--- config.mk ---
export PLATFORM = sky130hd
export DESIGN_NAME = board_renderer
export DESIGN_NICKNAME = d
export VERILOG_FILES = /design/src/rtl/board_pkg.sv /design/src/rtl/wq_fifo.sv /design/src/rtl/board_renderer.sv
export SDC_FILE = /design/constraint.sdc
export NUM_CORES = 1
export LEC_CHECK = 0
export BUFFER_PORTS_ARGS = -buffer_cell sky130_fd_sc_hd__buf_2
export CORE_MARGIN = 5
export CORE_UTILIZATION = 65
export DETAILED_ROUTE_END_ITERATION = 10
export GPL_TIMING_DRIVEN = 0
export PLACE_DENSITY = 0.83
export SETUP_SLACK_MARGIN = 0.1
export SLEW_MARGIN = 20
export SYNTH_ARGS = -nofsm -noshare
export SYNTH_HDL_FRONTEND = slang
export SYNTH_HIERARCHICAL = 1
export SYNTH_SLANG_ARGS = --single-unit
--- constraint.sdc ---
create_clock -name vga_clk -period 8.6 [get_ports vga_clk]
set_input_delay 1.72 -clock vga_clk [delete_from_list [all_inputs] [get_ports vga_clk]]
set_output_delay 1.72 -clock vga_clk [all_outputs]
set_load 0.005 [all_outputs]
--- src/rtl/board_pkg.sv ---
// Shared types and colour constants for the Battleship board renderer.
package board_pkg;

    typedef enum logic [1:0] {
        EMPTY = 2'd0,
        SHIP  = 2'd1,
        HIT   = 2'd2,
        MISS  = 2'd3
    } cell_state_t;

    typedef enum logic [1:0] {
        IDLE  = 2'd0,
        CLEAR = 2'd1,
        DRAIN = 2'd2
    } fsm_t;

    // RGB565 palette
    localparam logic [15:0] WATER  = 16'h001F;
    localparam logic [15:0] GRID_C = 16'h4208;
    localparam logic [15:0] RED    = 16'hF800;
    localparam logic [15:0] WHITE  = 16'hFFFF;
    localparam logic [15:0] GRAY   = 16'h8410;
    localparam logic [15:0] YELLOW = 16'hFFE0;
    localparam logic [15:0] BLACK  = 16'h0000;

    typedef struct packed {
        logic [1:0]  board;
        logic [3:0]  row;
        logic [3:0]  col;
        cell_state_t state;
    } wr_entry_t;

endpackage

--- src/rtl/wq_fifo.sv ---
// Small synchronous FIFO for queued cell writes; flush empties it in one cycle.
module wq_fifo #(
    parameter int DEPTH = 4,
    parameter int WIDTH = 12
) (
    input  logic             clk,
    input  logic             rst_n,
    input  logic             push,
    input  logic             pop,
    input  logic             flush,
    input  logic [WIDTH-1:0] din,
    output logic [WIDTH-1:0] dout,
    output logic             full,
    output logic             empty
);
    localparam int AW = (DEPTH > 1) ? $clog2(DEPTH) : 1;

    logic [WIDTH-1:0] mem [DEPTH];
    logic [AW-1:0]    wr_ptr;
    logic [AW-1:0]    rd_ptr;
    logic [AW:0]      count;
    logic             do_push;
    logic             do_pop;

    assign full    = (count == (AW+1)'(DEPTH));
    assign empty   = (count == '0);
    assign do_push = push && !full;
    assign do_pop  = pop && !empty;
    assign dout    = mem[rd_ptr];

    // DEPTH is a power of two, so the pointers wrap naturally.
    always_ff @(posedge clk or negedge rst_n) begin
        if (!rst_n) begin
            wr_ptr <= '0;
            rd_ptr <= '0;
            count  <= '0;
        end else if (flush) begin
            wr_ptr <= '0;
            rd_ptr <= '0;
            count  <= '0;
        end else begin
            if (do_push) wr_ptr <= wr_ptr + 1'b1;
            if (do_pop)  rd_ptr <= rd_ptr + 1'b1;
            count <= count + (AW+1)'(do_push) - (AW+1)'(do_pop);
        end
    end

    always_ff @(posedge clk) begin
        if (do_push && !flush) mem[wr_ptr] <= din;
    end

endmodule

--- src/rtl/board_renderer.sv ---
// Pixel generator for NUM_BOARDS Battleship grids with cursor; cell writes are
// queued and committed only during vertical blanking so frames never tear.
module board_renderer
    import board_pkg::*;
#(
    parameter int NUM_BOARDS  = 2,
    parameter int GRID        = 10,
    parameter int CELL_LOG2   = 5,
    parameter int BOARD_X0    = 16,
    parameter int BOARD_PITCH = 320,
    parameter int BOARD_Y     = 80,
    parameter int V_ACTIVE    = 480,
    parameter int WQ_DEPTH    = 4
) (
    input  logic       vga_clk,
    input  logic       rst_n,
    input  logic [9:0] next_x,
    input  logic [9:0] next_y,
    input  logic       wr_valid,
    output logic       wr_ready,
    input  logic [1:0] wr_board,
    input  logic [3:0] wr_row,
    input  logic [3:0] wr_col,
    input  logic [1:0] wr_state,
    input  logic       clr_req,
    input  logic       cur_en,
    input  logic [1:0] cur_board,
    input  logic [3:0] cur_row,
    input  logic [3:0] cur_col,
    output logic [7:0] r_in,
    output logic [7:0] g_in,
    output logic [7:0] b_in,
    output logic       busy
);
    localparam int CELL    = 1 << CELL_LOG2;
    localparam int BOARD_W = GRID * CELL;
    localparam int NCELLS  = NUM_BOARDS * GRID * GRID;
    localparam int IDX_W   = $clog2(NCELLS);
    localparam int MISS_LO = CELL/4 + CELL/8;
    localparam int MISS_HI = CELL - MISS_LO;

    fsm_t             state_q, state_d;
    logic [1:0]       cells [NCELLS];
    logic [IDX_W-1:0] sweep_q;
    logic             clear_pending;
    logic             blank, sweep_last;
    logic             fifo_push, fifo_pop, fifo_flush, fifo_full, fifo_empty;
    logic             clear_en, commit_en, commit_ok;
    logic [IDX_W-1:0] commit_idx;
    wr_entry_t        wr_entry, head;

    assign blank = (next_y >= 10'(V_ACTIVE));

    // Write handshake: an entry transfers on any clock where wr_valid && wr_ready;
    // wr_ready depends only on registered state, never on wr_valid.
    assign wr_ready  = !fifo_full && !clear_pending && (state_q != CLEAR);
    assign busy      = clear_pending || (state_q == CLEAR) || !fifo_empty;
    assign fifo_push = wr_valid && wr_ready;
    assign wr_entry  = '{board: wr_board, row: wr_row, col: wr_col, state: cell_state_t'(wr_state)};

    wq_fifo #(.DEPTH(WQ_DEPTH), .WIDTH($bits(wr_entry_t))) u_wq (
        .clk   (vga_clk),
        .rst_n (rst_n),
        .push  (fifo_push),
        .pop   (fifo_pop),
        .flush (fifo_flush),
        .din   (wr_entry),
        .dout  (head),
        .full  (fifo_full),
        .empty (fifo_empty)
    );

    assign sweep_last = (sweep_q == IDX_W'(NCELLS - 1));
    assign commit_ok  = (int'(head.board) < NUM_BOARDS) && (int'(head.row) < GRID)
                        && (int'(head.col) < GRID);
    assign commit_idx = IDX_W'((int'(head.board) * GRID + int'(head.row)) * GRID + int'(head.col));

    always_ff @(posedge vga_clk or negedge rst_n) begin
        if (!rst_n) state_q <= IDLE;
        else        state_q <= state_d;
    end

    always_comb begin
        state_d    = state_q;
        fifo_pop   = 1'b0;
        fifo_flush = 1'b0;
        clear_en   = 1'b0;
        commit_en  = 1'b0;
        case (state_q)
            IDLE: begin
                if (blank && clear_pending)    state_d = CLEAR;
                else if (blank && !fifo_empty) state_d = DRAIN;
            end
            CLEAR: begin
                if (!blank) begin
                    state_d = IDLE;
                end else begin
                    clear_en = 1'b1;
                    if (sweep_last) begin
                        fifo_flush = 1'b1;
                        state_d    = IDLE;
                    end
                end
            end
            DRAIN: begin
                if (!blank || fifo_empty) begin
                    state_d = IDLE;
                end else begin
                    fifo_pop  = 1'b1;
                    commit_en = 1'b1;
                end
            end
            default: state_d = IDLE;
        endcase
    end

    // Sweep index is held across active video so an interrupted clear resumes.
    always_ff @(posedge vga_clk or negedge rst_n) begin
        if (!rst_n) begin
            for (int i = 0; i < NCELLS; i++) cells[i] <= EMPTY;
            sweep_q       <= '0;
            clear_pending <= 1'b0;
        end else begin
            if (clear_en) begin
                cells[sweep_q] <= EMPTY;
                sweep_q        <= sweep_last ? '0 : sweep_q + 1'b1;
            end
            if (commit_en && commit_ok) cells[commit_idx] <= head.state;
            if (clear_en && sweep_last) clear_pending <= 1'b0;
            else if (clr_req)           clear_pending <= 1'b1;
        end
    end

    logic [10:0]          dx, dy;
    logic                 in_b, cur_hit, cur_edge;
    logic [1:0]           pboard;
    logic [3:0]           prow, pcol;
    logic [CELL_LOG2-1:0] lx, ly;
    logic [IDX_W-1:0]     pix_idx;
    int                   diag_a, diag_b;
    logic [15:0]          colour;

    always_comb begin
        dy     = {1'b0, next_y} - 11'(BOARD_Y);
        dx     = '0;
        in_b   = 1'b0;
        pboard = '0;
        for (int b = 0; b < NUM_BOARDS; b++) begin
            if (({1'b0, next_x} - 11'(BOARD_X0 + b * BOARD_PITCH)) < 11'(BOARD_W)) begin
                in_b   = 1'b1;
                pboard = 2'(b);
                dx     = {1'b0, next_x} - 11'(BOARD_X0 + b * BOARD_PITCH);
            end
        end
        in_b     = in_b && (dy < 11'(BOARD_W));
        lx       = dx[CELL_LOG2-1:0];
        ly       = dy[CELL_LOG2-1:0];
        pcol     = 4'(dx >> CELL_LOG2);
        prow     = 4'(dy >> CELL_LOG2);
        pix_idx  = in_b ? IDX_W'((int'(pboard) * GRID + int'(prow)) * GRID + int'(pcol)) : '0;
        cur_hit  = cur_en && (cur_board == pboard) && (cur_row == prow) && (cur_col == pcol);
        cur_edge = (lx == CELL_LOG2'(1)) || (lx == CELL_LOG2'(CELL - 1))
                   || (ly == CELL_LOG2'(1)) || (ly == CELL_LOG2'(CELL - 1));
        diag_a   = int'(lx) - int'(ly);
        diag_b   = int'(lx) + int'(ly) - (CELL - 1);
        colour   = BLACK;
        if (in_b) begin
            if (cur_hit && cur_edge) begin
                colour = YELLOW;
            end else if (lx == '0 || ly == '0) begin
                colour = GRID_C;
            end else begin
                case (cell_state_t'(cells[pix_idx]))
                    HIT:  colour = ((diag_a >= -1 && diag_a <= 1) || (diag_b >= -1 && diag_b <= 1))
                                   ? RED : WATER;
                    MISS: colour = (lx >= CELL_LOG2'(MISS_LO) && lx < CELL_LOG2'(MISS_HI)
                                    && ly >= CELL_LOG2'(MISS_LO) && ly < CELL_LOG2'(MISS_HI))
                                   ? WHITE : WATER;
                    SHIP:    colour = GRAY;
                    default: colour = WATER;
                endcase
            end
        end
    end

    always_ff @(posedge vga_clk or negedge rst_n) begin
        if (!rst_n) begin
            r_in <= '0;
            g_in <= '0;
            b_in <= '0;
        end else begin
            r_in <= {colour[15:11], 3'b000};
            g_in <= {colour[10:5], 2'b00};
            b_in <= {colour[4:0], 3'b000};
        end
    end

endmodule
==> metrics.cfg <==
[outcome]
outcome=complete, no violations

[setup_path]
cp_slowest_cell=a2111oi_0
crit_arrival_ns=8.02
cpPeakStageDelay_ns=0.70
cp_cell_sequence=buf_2, buf_2, inv_1, ha_1, or4b_4, o21ai_0, o311ai_0, o21ai_0, ha_1, inv_1, fa_1, buf_4, clkbuf_1, clkbuf_1, nor2_1, a2111oi_0, a31oi_1, o22ai_1, o21ai_1, a32oi_1, nand3_1, a31oi_1
critPathBufInv=7
endpoint_kind=register
worstSetupPathType=in2reg
path_delay_family=compound AO/OA/AOI/OAI gates
crit_fanout=10
critPathLaunchType=input port
required_ns=9.14

[floorplanning]
row_count=73
start_util_pct=66.1
die_h_um=212
die_area_sq_um=44700
pin_count=73
core-area_sq_um=39900
die_x_um=212

[place]
dpl.hpwl_mm=69.3
pre_cts_slack_ns=0.872
gp_congestion=1.09
port-buffer-count=63

[detailed_routing]
dr.pass1.iters=8
final_antenna_net_count=0
drcViolationCount=0
dr.first_iter.drc_count=4321
routedWlPerCell_um=27.9
routed_wl_mm=101
avgViaCountPerCell=7.06
vias=25614

[power_and_ir_drop]
combPwrFrac_pct=21.9
power_leakage_uw=0.0117
switching_share_pct=32.9
worst_ir_drop_vdd_mv=0.242
p_int_uw=3940
pwr-share-clk_pct=38.9
power-per-cell-area_nw_per_um2=201
power_frac_seq_pct=39.2
p_sw_uw=1930
power_uw=5870

[final_layout]
final_core_util_pct=73.2
finalNetCount=3167
final_layout_size_suffix_gt1_share_pct=11.1
layout_common_cells=803 x nand2_1, 523 x o21ai_0, 427 x dfrtp_1
final_common_cell=nand2_1
area_growth_pct=10.7
diodes=0

[grt]
track_usage_pct=44.4
grt.overflow.total=0
grt_pass1_vias=24759
grt_start_max_net_pins=100
grt_pass1_wl_mm=148
antenna_found_initial=3

[flow_run]
maxCapViolCount=0

[sta]
final_hold_viol_count=0
grt_setup_unrepaired=false
fmax_mhz=134
setup_viol=0
setup_ws_ns=1.12
tightest_slew_ns=1.34
min_period_over_period_pct=87.0
skew_ns=0.0439
fin_crit_ns=7.48
slew_viol_final=0
timing.hold.ws_ns=0.497
slew_headroom_pct=10.6

[yosys]
ys_seq_area_share_pct=45.9
ys.flop_type=dfrtp_1
synth_area_leaders=dfrtp_1 40%, nand2_1 11%, o21ai_0 9.9%, mux4_2 7.9%, edfxtp_1 5.5%
synth_top_area_share_pct=40.5
yosys_warnings=6
ys_seq_elements=475
synth-edff-count=48
avgSynthCellArea_sq_um=8.99
yosysTopAreaCell=dfrtp_1
netlist_area_sq_um=26400
synth-async-reset-ratio_pct=89.9
synthCells=2936
synth_cell_type_count=101

[clocking]
cts_setup_buffers=0
clock-root-buffer=clkbuf_16
cts_max_level=2
cts_hold_buf=0
cts_buffer_depth=3
worstSkewPairLatency_ns=0.66
postCtsResizedCells=0
cts_buffers=49
clkSinkCount=475
clk_pin_slew_ns=0.06
cts_tree=done

[hold_path]
min_path_type=reg2reg

state kept, by name, indices dropped and copies added (netlist names), 2 cells and up:
| signal | flops |
|---|---|
| g_in | 3 |
| u_wq/rd_ptr | 2 |
| r_in | 3 |
| state_q | 2 |
| u_wq/mem | 48 |
| sweep_q | 8 |
| u_wq/wr_ptr | 2 |
| b_in | 3 |
| u_wq/count | 3 |
| cells | 400 |
cells by family after synthesis:
group	synth area share, %
AO/OA/AOI/OAI	14.6
XOR/XNOR	1.63
adder cells (fa/ha/maj)	2.92
buffers and inverters	4.07
flip-flops	45.9
multiplexers	9.58
other	0.0142
AND/OR/NAND/NOR	21.3
worst paths after layout:
kind	startpoint	end	slack, ns	cells past startpoint
worst max-delay path	next_x[4]	r_in[6]$_DFF_PN0_	1.12	22
worst min-delay path	state_q[1]$_DFFE_PN0P_	state_q[0]$_DFFE_PN0P_	0.50	1
worst max register to register	u_wq/rd_ptr[0]$_DFFE_PN0P_	cells[78]$_DFF_PN0_	2.49	20
worst min register to register	state_q[1]$_DFFE_PN0P_	state_q[0]$_DFFE_PN0P_	0.50	1
max in group asynchronous	rst_n	cells[344]$_DFF_PN0_	6.17	3
min in group asynchronous	rst_n	cells[203]$_DFF_PN0_	1.00	1
Yosys cell counts (20+ instances only):
cell,count
o21ai_0,523
nor3_1,29
buf_4,21
ha_1,48
buf_2,21
a21oi_1,34
and2_1,20
nor2_1,233
clkbuf_1,112
xor2_1,25
edfxtp_1,48
nor2b_1,21
mux2i_1,25
nand3_1,130
mux4_2,93
inv_1,40
xnor2_1,24
dfrtp_1,427
nand2_1,803
routing by layer:
layer	wire [um]	vias up	track usage, %
li1	-	10465	-
met1	32900	12108	52.9
met2	41000	2334	61.3
met3	16700	701	21.3
met4	10600	6	35.7
met5	46	-	0
area by class of cell:
cell class                 count  area, sq um
inverter                      41          154
sequential                   475        12100
multi-input combinational   2245        13200
clock buffer                  69         1380
timing repair buffer          70          465
fill                        2905        10700
tap                          525          657
clock inverter                21          292
buffer                       182          923
worst reg2reg max path, delay by kind of cell, from the launching register on:
kind	cells	cell delay, ns
xor gates and xnor gates	5	1.47
AOI/OAI and AO/OA	2	0.33
and+or+nand+nor	4	0.89
buffers and inverters	3	0.79
muxes	1	0.56
DFF	1	0.36
adders and majority gates	5	1.56
power by group through the flow:
| stage | Combinational, uW | Sequential [uW] | Clock [uW] |
|---|---|---|---|
| after floorplan | 726 | 2340 | 0 |
| after global placement | 1140 | 2340 | 0 |
| after detailed placement | 1180 | 2340 | 0 |
| after CTS | 1190 | 2300 | 2240 |
| after global routing | 1300 | 2300 | 2340 |
| final | 1290 | 2300 | 2280 |
through the flow:
step | area, sq um | std cells | setup TNS, ns
after floorplan | 26400 | 2943 | 0
after detailed placement | 27500 | 3537 | 0
after global placement | 27400 | 3531 | -1024.36
final | 29200 | 3628 | 0
after global routing | 29200 | 3628 | 0
after CTS | 29200 | 3627 | 0
Power figures use the tool's default switching activity.
